### src/rtl/mul_pkg.sv
// Shared constants and types for the shared 24x24 multiply controller.
package mul_pkg;

   localparam int unsigned MUL_W     = 24;
   localparam int unsigned MUL_CNT_W = 5;
   localparam int unsigned ID_W      = 1;

   typedef enum logic [1:0] {
      ST_IDLE = 2'd0,
      ST_BUSY = 2'd1,
      ST_DONE = 2'd2
   } state_e;

   typedef logic [ID_W-1:0] id_t;

   function automatic logic is_zero_op(input logic [MUL_W-1:0] a, input logic [MUL_W-1:0] b);
      return (a == '0) || (b == '0);
   endfunction

endpackage

### src/rtl/mul_share_ctrl_if.sv
// Request/response bundle between the two requesters, the consumer and the shared multiplier.
interface mul_share_ctrl_if;
   import mul_pkg::*;

   logic               req0_valid;
   logic               req0_ready;
   logic [MUL_W-1:0]   req0_a;
   logic [MUL_W-1:0]   req0_b;
   logic               req1_valid;
   logic               req1_ready;
   logic [MUL_W-1:0]   req1_a;
   logic [MUL_W-1:0]   req1_b;
   logic               rsp_valid;
   logic               rsp_ready;
   id_t                rsp_id;
   logic [2*MUL_W-1:0] rsp_prod;

   modport master (
      output req0_valid, req0_a, req0_b, req1_valid, req1_a, req1_b, rsp_ready,
      input  req0_ready, req1_ready, rsp_valid, rsp_id, rsp_prod
   );

   modport slave (
      input  req0_valid, req0_a, req0_b, req1_valid, req1_a, req1_b, rsp_ready,
      output req0_ready, req1_ready, rsp_valid, rsp_id, rsp_prod
   );

endinterface

### src/rtl/mul_seq_core.sv
// Iterative shift-add unsigned multiplier datapath: one partial-product step per step_i cycle.
module mul_seq_core
   import mul_pkg::*;
#(
   parameter int unsigned WIDTH = MUL_W,
   parameter int unsigned CNT_W = MUL_CNT_W
) (
   input  logic               clk,
   input  logic               rst_n,
   input  logic               load_i,
   input  logic               zero_i,
   input  logic               step_i,
   input  logic [WIDTH-1:0]   a_i,
   input  logic [WIDTH-1:0]   b_i,
   output logic [2*WIDTH-1:0] prod_o,
   output logic [CNT_W-1:0]   count_o
);

   logic [WIDTH-1:0]   a_q,     a_d;
   logic [WIDTH-1:0]   b_q,     b_d;
   logic [2*WIDTH-1:0] prod_q,  prod_d;
   logic [CNT_W-1:0]   count_q, count_d;
   logic [WIDTH:0]     sum_c;

   // Zero-operand loads skip the operand registers; the product is already known to be 0.
   always_comb begin
      a_d     = a_q;
      b_d     = b_q;
      prod_d  = prod_q;
      count_d = count_q;
      sum_c   = {1'b0, {WIDTH{b_q[0]}} & a_q} + {1'b0, prod_q[2*WIDTH-1:WIDTH]};
      if (load_i) begin
         prod_d  = '0;
         count_d = CNT_W'(WIDTH);
         if (!zero_i) begin
            a_d = a_i;
            b_d = b_i;
         end
      end else if (step_i) begin
         prod_d  = {sum_c, prod_q[WIDTH-1:1]};
         b_d     = b_q >> 1;
         count_d = count_q - CNT_W'(1);
      end
   end

   always_ff @(posedge clk or negedge rst_n) begin
      if (!rst_n) begin
         a_q     <= '0;
         b_q     <= '0;
         prod_q  <= '0;
         count_q <= '0;
      end else begin
         a_q     <= a_d;
         b_q     <= b_d;
         prod_q  <= prod_d;
         count_q <= count_d;
      end
   end

   assign prod_o  = prod_q;
   assign count_o = count_q;

endmodule

### src/rtl/mul_share_ctrl.sv
// Round-robin sharing of one iterative multiplier between two requesters with a held result port.
module mul_share_ctrl
   import mul_pkg::*;
(
   input  logic                   clk,
   input  logic                   rst_n,
   mul_share_ctrl_if.slave        bus,
   output logic                   busy
);

   state_e               state_q;
   id_t                  last_grant_q;
   logic                 rsp_valid_q;
   id_t                  rsp_id_q;
   id_t                  grant_id_c;
   logic                 accept_c;
   logic                 zero_c;
   logic [MUL_W-1:0]     op_a_c;
   logic [MUL_W-1:0]     op_b_c;
   logic [2*MUL_W-1:0]   prod;
   logic [MUL_CNT_W-1:0] count;

   // Arbiter: ties go to the requester that did not win last time.
   always_comb begin
      grant_id_c = id_t'(0);
      if (bus.req0_valid && bus.req1_valid) begin
         grant_id_c = ~last_grant_q;
      end else if (bus.req1_valid) begin
         grant_id_c = id_t'(1);
      end
      accept_c = rst_n && (state_q == ST_IDLE) && (bus.req0_valid || bus.req1_valid);
      op_a_c   = (grant_id_c == id_t'(1)) ? bus.req1_a : bus.req0_a;
      op_b_c   = (grant_id_c == id_t'(1)) ? bus.req1_b : bus.req0_b;
      zero_c   = is_zero_op(op_a_c, op_b_c);
   end

   always_ff @(posedge clk or negedge rst_n) begin
      if (!rst_n) begin
         state_q      <= ST_IDLE;
         last_grant_q <= id_t'(1);
         rsp_valid_q  <= 1'b0;
         rsp_id_q     <= id_t'(0);
      end else begin
         case (state_q)
            ST_IDLE: begin
               if (accept_c) begin
                  last_grant_q <= grant_id_c;
                  rsp_id_q     <= grant_id_c;
                  if (zero_c) begin
                     state_q     <= ST_DONE;
                     rsp_valid_q <= 1'b1;
                  end else begin
                     state_q <= ST_BUSY;
                  end
               end
            end
            ST_BUSY: begin
               if (count == MUL_CNT_W'(1)) begin
                  state_q     <= ST_DONE;
                  rsp_valid_q <= 1'b1;
               end
            end
            ST_DONE: begin
               if (bus.rsp_ready) begin
                  state_q     <= ST_IDLE;
                  rsp_valid_q <= 1'b0;
               end
            end
            default: state_q <= ST_IDLE;
         endcase
      end
   end

   mul_seq_core #(
      .WIDTH (MUL_W),
      .CNT_W (MUL_CNT_W)
   ) u_core (
      .clk     (clk),
      .rst_n   (rst_n),
      .load_i  (accept_c),
      .zero_i  (zero_c),
      .step_i  (state_q == ST_BUSY),
      .a_i     (op_a_c),
      .b_i     (op_b_c),
      .prod_o  (prod),
      .count_o (count)
   );

   assign bus.req0_ready = accept_c && (grant_id_c == id_t'(0));
   assign bus.req1_ready = accept_c && (grant_id_c == id_t'(1));
   assign bus.rsp_valid  = rsp_valid_q;
   assign bus.rsp_id     = rsp_id_q;
   assign bus.rsp_prod   = prod;
   assign busy           = (state_q != ST_IDLE);

endmodule

### src/flat_wrapper.sv
// flat-port wrapper written by rule: the top's interface ports become plain ports
module mul_share_ctrl_flat import mul_pkg::*;
  (clk, rst_n, busy, bus_req0_valid, bus_req0_a, bus_req0_b, bus_req1_valid, bus_req1_a, bus_req1_b, bus_rsp_ready, bus_req0_ready, bus_req1_ready, bus_rsp_valid, bus_rsp_id, bus_rsp_prod);
  mul_share_ctrl_if bus_i ();
  input  logic clk;
  input  logic rst_n;
  output logic busy;
  input wire logic [$bits(bus_i.req0_valid)-1:0] bus_req0_valid;
  input wire logic [$bits(bus_i.req0_a)-1:0] bus_req0_a;
  input wire logic [$bits(bus_i.req0_b)-1:0] bus_req0_b;
  input wire logic [$bits(bus_i.req1_valid)-1:0] bus_req1_valid;
  input wire logic [$bits(bus_i.req1_a)-1:0] bus_req1_a;
  input wire logic [$bits(bus_i.req1_b)-1:0] bus_req1_b;
  input wire logic [$bits(bus_i.rsp_ready)-1:0] bus_rsp_ready;
  output wire logic [$bits(bus_i.req0_ready)-1:0] bus_req0_ready;
  output wire logic [$bits(bus_i.req1_ready)-1:0] bus_req1_ready;
  output wire logic [$bits(bus_i.rsp_valid)-1:0] bus_rsp_valid;
  output wire logic [$bits(bus_i.rsp_id)-1:0] bus_rsp_id;
  output wire logic [$bits(bus_i.rsp_prod)-1:0] bus_rsp_prod;
  assign bus_i.req0_valid = bus_req0_valid;
  assign bus_i.req0_a = bus_req0_a;
  assign bus_i.req0_b = bus_req0_b;
  assign bus_i.req1_valid = bus_req1_valid;
  assign bus_i.req1_a = bus_req1_a;
  assign bus_i.req1_b = bus_req1_b;
  assign bus_i.rsp_ready = bus_rsp_ready;
  assign bus_req0_ready = bus_i.req0_ready;
  assign bus_req1_ready = bus_i.req1_ready;
  assign bus_rsp_valid = bus_i.rsp_valid;
  assign bus_rsp_id = bus_i.rsp_id;
  assign bus_rsp_prod = bus_i.rsp_prod;
  mul_share_ctrl u_core (.clk(clk), .rst_n(rst_n), .bus(bus_i), .busy(busy));
endmodule
### config.mk
export PLATFORM = sky130hd
export DESIGN_NAME = mul_share_ctrl_flat
export DESIGN_NICKNAME = d
export VERILOG_FILES = /design/src/rtl/mul_pkg.sv /design/src/rtl/mul_share_ctrl_if.sv /design/src/rtl/mul_seq_core.sv /design/src/rtl/mul_share_ctrl.sv /design/src/flat_wrapper.sv
export SDC_FILE = /design/constraint.sdc
export NUM_CORES = 1
export LEC_CHECK = 0
export ABC_AREA = 1
export CAP_MARGIN = 40
export CORE_MARGIN = 5
export CORE_UTILIZATION = 45
export DETAILED_ROUTE_END_ITERATION = 8
export GPL_TIMING_DRIVEN = 1
export HOLD_SLACK_MARGIN = 0.1
export PLACE_DENSITY = 0.75
export SYNTH_ARGS = -nofsm -noshare
export SYNTH_HDL_FRONTEND = slang
export SYNTH_SLANG_ARGS = --single-unit
### constraint.sdc
create_clock -name clk -period 2.1 [get_ports clk]
set_input_delay 0.525 -clock clk [delete_from_list [all_inputs] [get_ports clk]]
set_output_delay 0.525 -clock clk [all_outputs]
set_load 0.02 [all_outputs]
# Yosys cells after proc, flatten, opt, wreduce, memory -nomap -nowiden

Cells that the tools add are included.
W data, S select, Z words.

Multiplexer cells: 21
Equality and inequality tests: 8
Bitwise operators: 4
Add/subtract/negate cells: 2
Reduce and logical (&&, ||, !) cells: 18

Operators by type and width:

| operator              | number |
|---|---|
| $mux W24              | 5 |
| $mux W48              | 2 |
| $logic_not A24 Y1     | 2 |
| $add A24 B24 Y25      | 1 |
| $and A24 B24 Y24      | 1 |
| $mux W5               | 2 |
| $mux W2               | 4 |
| $mux W1               | 6 |
| $ne A2 B2 Y1 const B  | 3 |
| $pmux W2 S3           | 1 |
| $reduce_and A2 Y1     | 3 |
| $eq A5 B1 Y1 const B  | 1 |
| $logic_and A1 B1 Y1   | 5 |
| $reduce_and A5 Y1     | 1 |
| $sub A5 B1 Y5 const B | 1 |
| $ne A2 B1 Y1 const B  | 2 |
| $reduce_bool A2 Y1    | 2 |
| $not A1 Y1            | 3 |
| $pmux W1 S3           | 1 |
| $reduce_and A3 Y1     | 1 |
| $reduce_bool A3 Y1    | 1 |
| $eq A2 B1 Y1 const B  | 1 |
| $eq A2 B2 Y1 const B  | 1 |
| $logic_not A2 Y1      | 1 |
| $logic_or A1 B1 Y1    | 2 |

Word-level logic and storage cells: 61
Register bits after elaboration: 106

# Depth between registers and ports, before layout

Depth after elaboration: 8
Mapped depth: 15
Mapped depth without buffers: 13

# Hierarchy

A second synthesis with hierarchy kept.

Cell total of the unflattened synthesis: 1034
Area, all modules: 7083.0 um^2

By module, submodules not included:

| module         | cells each | seq. area each (um^2) | area each (um^2) | instances |
|---|---|---|---|---|
| mul_seq_core   | 790        | 2527.4                | 5947.0           | 1 |
| mul_share_ctrl | 244        | 126.4                 | 1136.1           | 1 |

# Worst setup path after synthesis

No wires, ideal clock.

Path type: in2out
From: input bus_req1_valid
To: output bus_req0_ready
Slack: -0.203 ns
Stages: 8
Arrival time: 1.778 ns
Path through: buf_4 > buf_2 > nor2_1 > nor2_4 > inv_1 > buf_2 > buf_2 > nor2_1

Cells in the longest elaborated chain, start to end: 4
Elaborated cells between the ends (all ways): 7
Those cells by class: mux: 2; bitwise: 1; reduce/logical: 4

Ends and longest elaborated chain:

| item                                           | line                                       | text |
|---|---|---|
| start: declaration                             | flat_wrapper.sv:11                         | `input wire logic [$bits(bus_i.req1_valid)-1:0] bus_req1_valid;` |
| $mux W1 or $logic_and A1 B1 Y1 (tied branches) | mul_share_ctrl.sv:28, mul_share_ctrl.sv:26 |  |
| $mux W1                                        | mul_share_ctrl.sv:26                       | `if (bus.req0_valid && bus.req1_valid) begin` |
| $not A1 Y1                                     | mul_share_ctrl.sv:89                       | `assign bus.req0_ready = accept_c && (grant_id_c == id_t'(0));` |
| $logic_and A1 B1 Y1 (*)                        | mul_share_ctrl.sv:89                       |  |
| end: declaration                               | flat_wrapper.sv:15                         | `output wire logic [$bits(bus_i.req0_ready)-1:0] bus_req0_ready;` |

Mark *: on every way between the ends. The rest lies on a longest branch, timed or not.

# Worst setup path after layout

From: register u_core.last_grant_q
To: register u_core.u_core.a_q[17]

Cells in the longest elaborated chain, start to end: 7
Elaborated cells between the ends (all ways): 9
Those cells by class: mux: 3; bitwise: 2; reduce/logical: 4

Ends and longest elaborated chain:

| item                               | line                                       | text |
|---|---|---|
| start: declaration                 | mul_share_ctrl.sv:12                       | `id_t last_grant_q;` |
| start signal: assignment           | mul_share_ctrl.sv:40                       | `last_grant_q <= id_t'(1);` |
| start signal: assignment           | mul_share_ctrl.sv:47                       | `last_grant_q <= grant_id_c;` |
| $not A1 Y1 (*)                     | mul_share_ctrl.sv:27                       | `grant_id_c = ~last_grant_q;` |
| $mux W1 (*)                        | mul_share_ctrl.sv:26                       |  |
| $mux W24 (on tied branches)        | mul_share_ctrl.sv:32, mul_share_ctrl.sv:33 |  |
| $logic_not A24 Y1                  | mul_pkg.sv:17                              | `return (a == '0) \|\| (b == '0);` |
| $logic_or A1 B1 Y1                 | mul_pkg.sv:17                              |  |
| $not A1 Y1 (no source line)        | n/a                                        |  |
| $reduce_and A2 Y1 (no source line) | n/a                                        |  |
| end signal: assignment             | mul_seq_core.sv:48                         | `a_q <= '0;` |
| end signal: assignment             | mul_seq_core.sv:53                         | `a_q <= a_d;` |
| end: declaration                   | mul_seq_core.sv:19                         | `logic [WIDTH-1:0] a_q, a_d;` |

Marks and branches as above.
A chain may end at the register's enable or synchronous reset.

==> reports/qor.yml <==
worstHoldPathType: "primary input to asynchronous set/reset pin"
ctsHtreeMaxLevel: 3
place_congestion: 0.913
cap_violations: 0
initial_core_util: 0.454
ant_nets: 0
setup_tns_ps: -11170
clk_latency_ps: 360
relSlewSlack: 0.532
n_antenna_cell: 0
first_pass_iters: 6
die_w_um: 133
worst_path_max_delay_cell: "dfstp_2"
setup_viol: 67
detail_route.wirelength_um: 27900
min_period_ps: 2350
wire_per_inst_um: 18.4
avgSynthCellArea_um2: 6.68
netlist_instances: 1025
die_h_um: 133
fmax_mhz: 425
violations: "setup timing"
drive_gt1_frac: 0.369
antenna_found_initial: 0
status: "finished, violations left"
ys_seq_area_frac: 0.387
clock-root-buffer: "clkbuf_16"
grtUsageTotal: 0.267
nNetsFinal: 1455
required_ps: 2350
synth_top_area_cell: "dfrtp_1"
start_kind: "flop"
hold_viol_final: 0
drt_iter0_markers: 832
tightest_slew_ps: 702
rrSetupSlack_ps: -250
vias: 8444
max_stage_delay_ps: 550
crit_chain: "nand2_2 -> buf_6 -> nand2_8 -> buf_12 -> buf_16 -> nand2_2 -> nand2_1 -> nor2_2 -> nand2_1 -> nor2_2 -> nand3_4 -> nand3_4 -> buf_6 -> buf_16 -> nand2_1 -> nand2_2"
critPathBufInv: 5
arrival_ps: 2600
clkTransAtPathRegs_ps: 80
placedCellCount: 1446
num_rows: 45
rsz0062_at_grt: "yes"
synth_area_leaders: "dfrtp_1, nand2_1, nand3_1, ha_1, inv_1"
finalClockSkew_ps: 8.64
final_cells: 1517
netlist_area_um2: 6850
clock_sinks: 106
io_buffer_count: 153
yosys_warnings: 0
dp_hpwl_um: 16100
ir_worst_vdd_mv: 0.613
place_ws_ps: -595
nFillCells: 929
first_global_vias: 7849
io-pin-count: 154
power_density_nw_per_um2: 1080
finalCritPeriodShare: 1.12
synth_largest_type_area_fraction: 0.384
path_max_fanout: 9
syn_to_final_growth_pct: 73.0
grt_max_degree: 55
cpLargestDelayFamily: "simple AND/OR/NAND/NOR gates"
ys_ff_latch: 106
core_um2: 15100
ys_types: 34
drc: 0
fin_ws_ps: -254
clock_path_buffers: 2
die-area_um2: 17800
power.total_mw: 12.8
grt_pass1_wl_um: 38400
cts_made_buffers: 9
postLayoutCoreUtil: 0.785
synth_fp_nets: 1156
grt-ovfl-total: 0
crit_path_end_kind: "flop"
leakagePower_nw: 5.98
cts_tree: "done"
vias_per_cell: 5.57
slew_viol_final: 0
crit_type: "flop to flop"
[metal layers]
layer	wire length, µm	track usage	up-vias
li1	-	-	3861
met2	14100	0.470	480
met5	0	0	-
met3	2090	0.0495	110
met1	10400	0.330	3993
met4	1250	0.0909	0
[kinds of logic after synthesis]
family,synth area share
buffers and inverters,0.0818
xor gates and xnor gates,0.00895
DFF,0.387
AOI/OAI and AO/OA,0.0922
adders and majority gates,0.0559
and+or+nand+nor,0.374
[state kept, by name (all words and copies together) (netlist names)]
signal / flops
u_core.u_core.count_o: 5
u_core.last_grant_q: 1
u_core.bus.rsp_id: 1
u_core.u_core.b_q: 24
u_core.bus.rsp_valid: 1
u_core.u_core.prod_o: 48
u_core.u_core.a_q: 24
u_core.state_q: 2
[worst reg2reg max path: stages, from the launching register on]
cell     delay, ps
dfstp_2        550
nand2_2         60
buf_6          120
nand2_8        100
buf_12         150
buf_16         130
nand2_2         70
nand2_1        130
nor2_2          50
nand2_1         80
nor2_2          60
nand3_4        100
nand3_4        160
buf_6          190
buf_16         130
nand2_1         80
nand2_2         70
[cell type report]
class	count	area (µm²)	area share
clock buffers	10	229	0.0193
clock inverters	6	70.1	0.00591
inverters	91	377	0.0318
multi-input cells	787	5050	0.426
flip-flops and latches	106	2660	0.224
well taps	188	235	0.0198
repair buffers	323	3160	0.267
repair inverters	6	75.1	0.00633
[report_power, final]
part           leakage (nW)  switching (mW)  internal (mW)
Clock                 0.148           0.840          0.941
Sequential             1.40           0.675           2.78
Combinational          4.43            4.10           3.50
[placed cells by master (no fill, tap or decap), types with 4 or more instances in the layout]
cell,count
nand2_1,336
o22ai_1,23
inv_6,4
buf_6,22
o21ai_1,13
o21ai_2,6
inv_2,21
a21oi_1,12
buf_12,7
buf_16,5
nand3_1,62
dfrtp_1,104
nor2_1,27
ha_1,7
nand2_2,95
inv_4,4
clkdlybuf4s50_1,147
ha_4,20
a21oi_2,16
a21oi_4,12
nor2_2,22
inv_1,63
buf_8,4
clkbuf_16,13
nand2_4,30
o21ai_0,16
buf_4,131
nand3_2,22
xnor2_1,5
nand4_1,8
nor2_4,17
[path summary, 6_finish.rpt]
kind	from	endpoint	cells after the start
max	u_core.last_grant_q	u_core.u_core.a_q[17]	16
min	rst_n	u_core.u_core.prod_o[2]	2
max reg2reg	u_core.last_grant_q	u_core.u_core.a_q[17]	16
min reg2reg	u_core.bus.rsp_id	u_core.bus.rsp_id	2
max in group asynchronous	rst_n	u_core.u_core.b_q[0]	3
min in group clk	u_core.bus.rsp_id	u_core.bus.rsp_id	2
[stage by stage]
stage          hold slack (ps)  instance area (µm²)
5_1_grt                    400                11900
3_3_place_gp               460                 9360
6_report                   354                11900
3_5_place_dp               466                 9360
2_1_floorplan              229                 6870
4_1_cts                    355                10700
[cells in the mapped netlist]
cell      instances
nand2_1         461
dfrtp_1         105
inv_1            88
nand3_1          86
nor2_1           64
a21oi_1          40
o21ai_0          38
ha_1             29
o22ai_1          23
clkbuf_1         18
buf_2            16
nand4_1           8
o21bai_1          6
buf_6             5
nor3_1            5
or2_2             5
xnor2_1           5
nand2_2           3
a21boi_0          2
buf_4             2
inv_2             2
xor2_1            2
a211oi_1          1
a21o_1            1
a22o_1            1
a31oi_1           1
clkinv_1          1
dfstp_2           1
fa_1              1
nand3_2           1
nor2_2            1
nor2_4            1
nor4_1            1
o21a_1            1
[timing repair]
action                                  4_1_cts  5_1_grt
buffers inserted                             28       14
endpoints found under the setup margin       97       75
resized for setup                           161      297
pin swaps                                    34      108
hold buffers                                  0        0
cloned                                       12        6
Note: power is estimated with default switching activity, not from simulation.
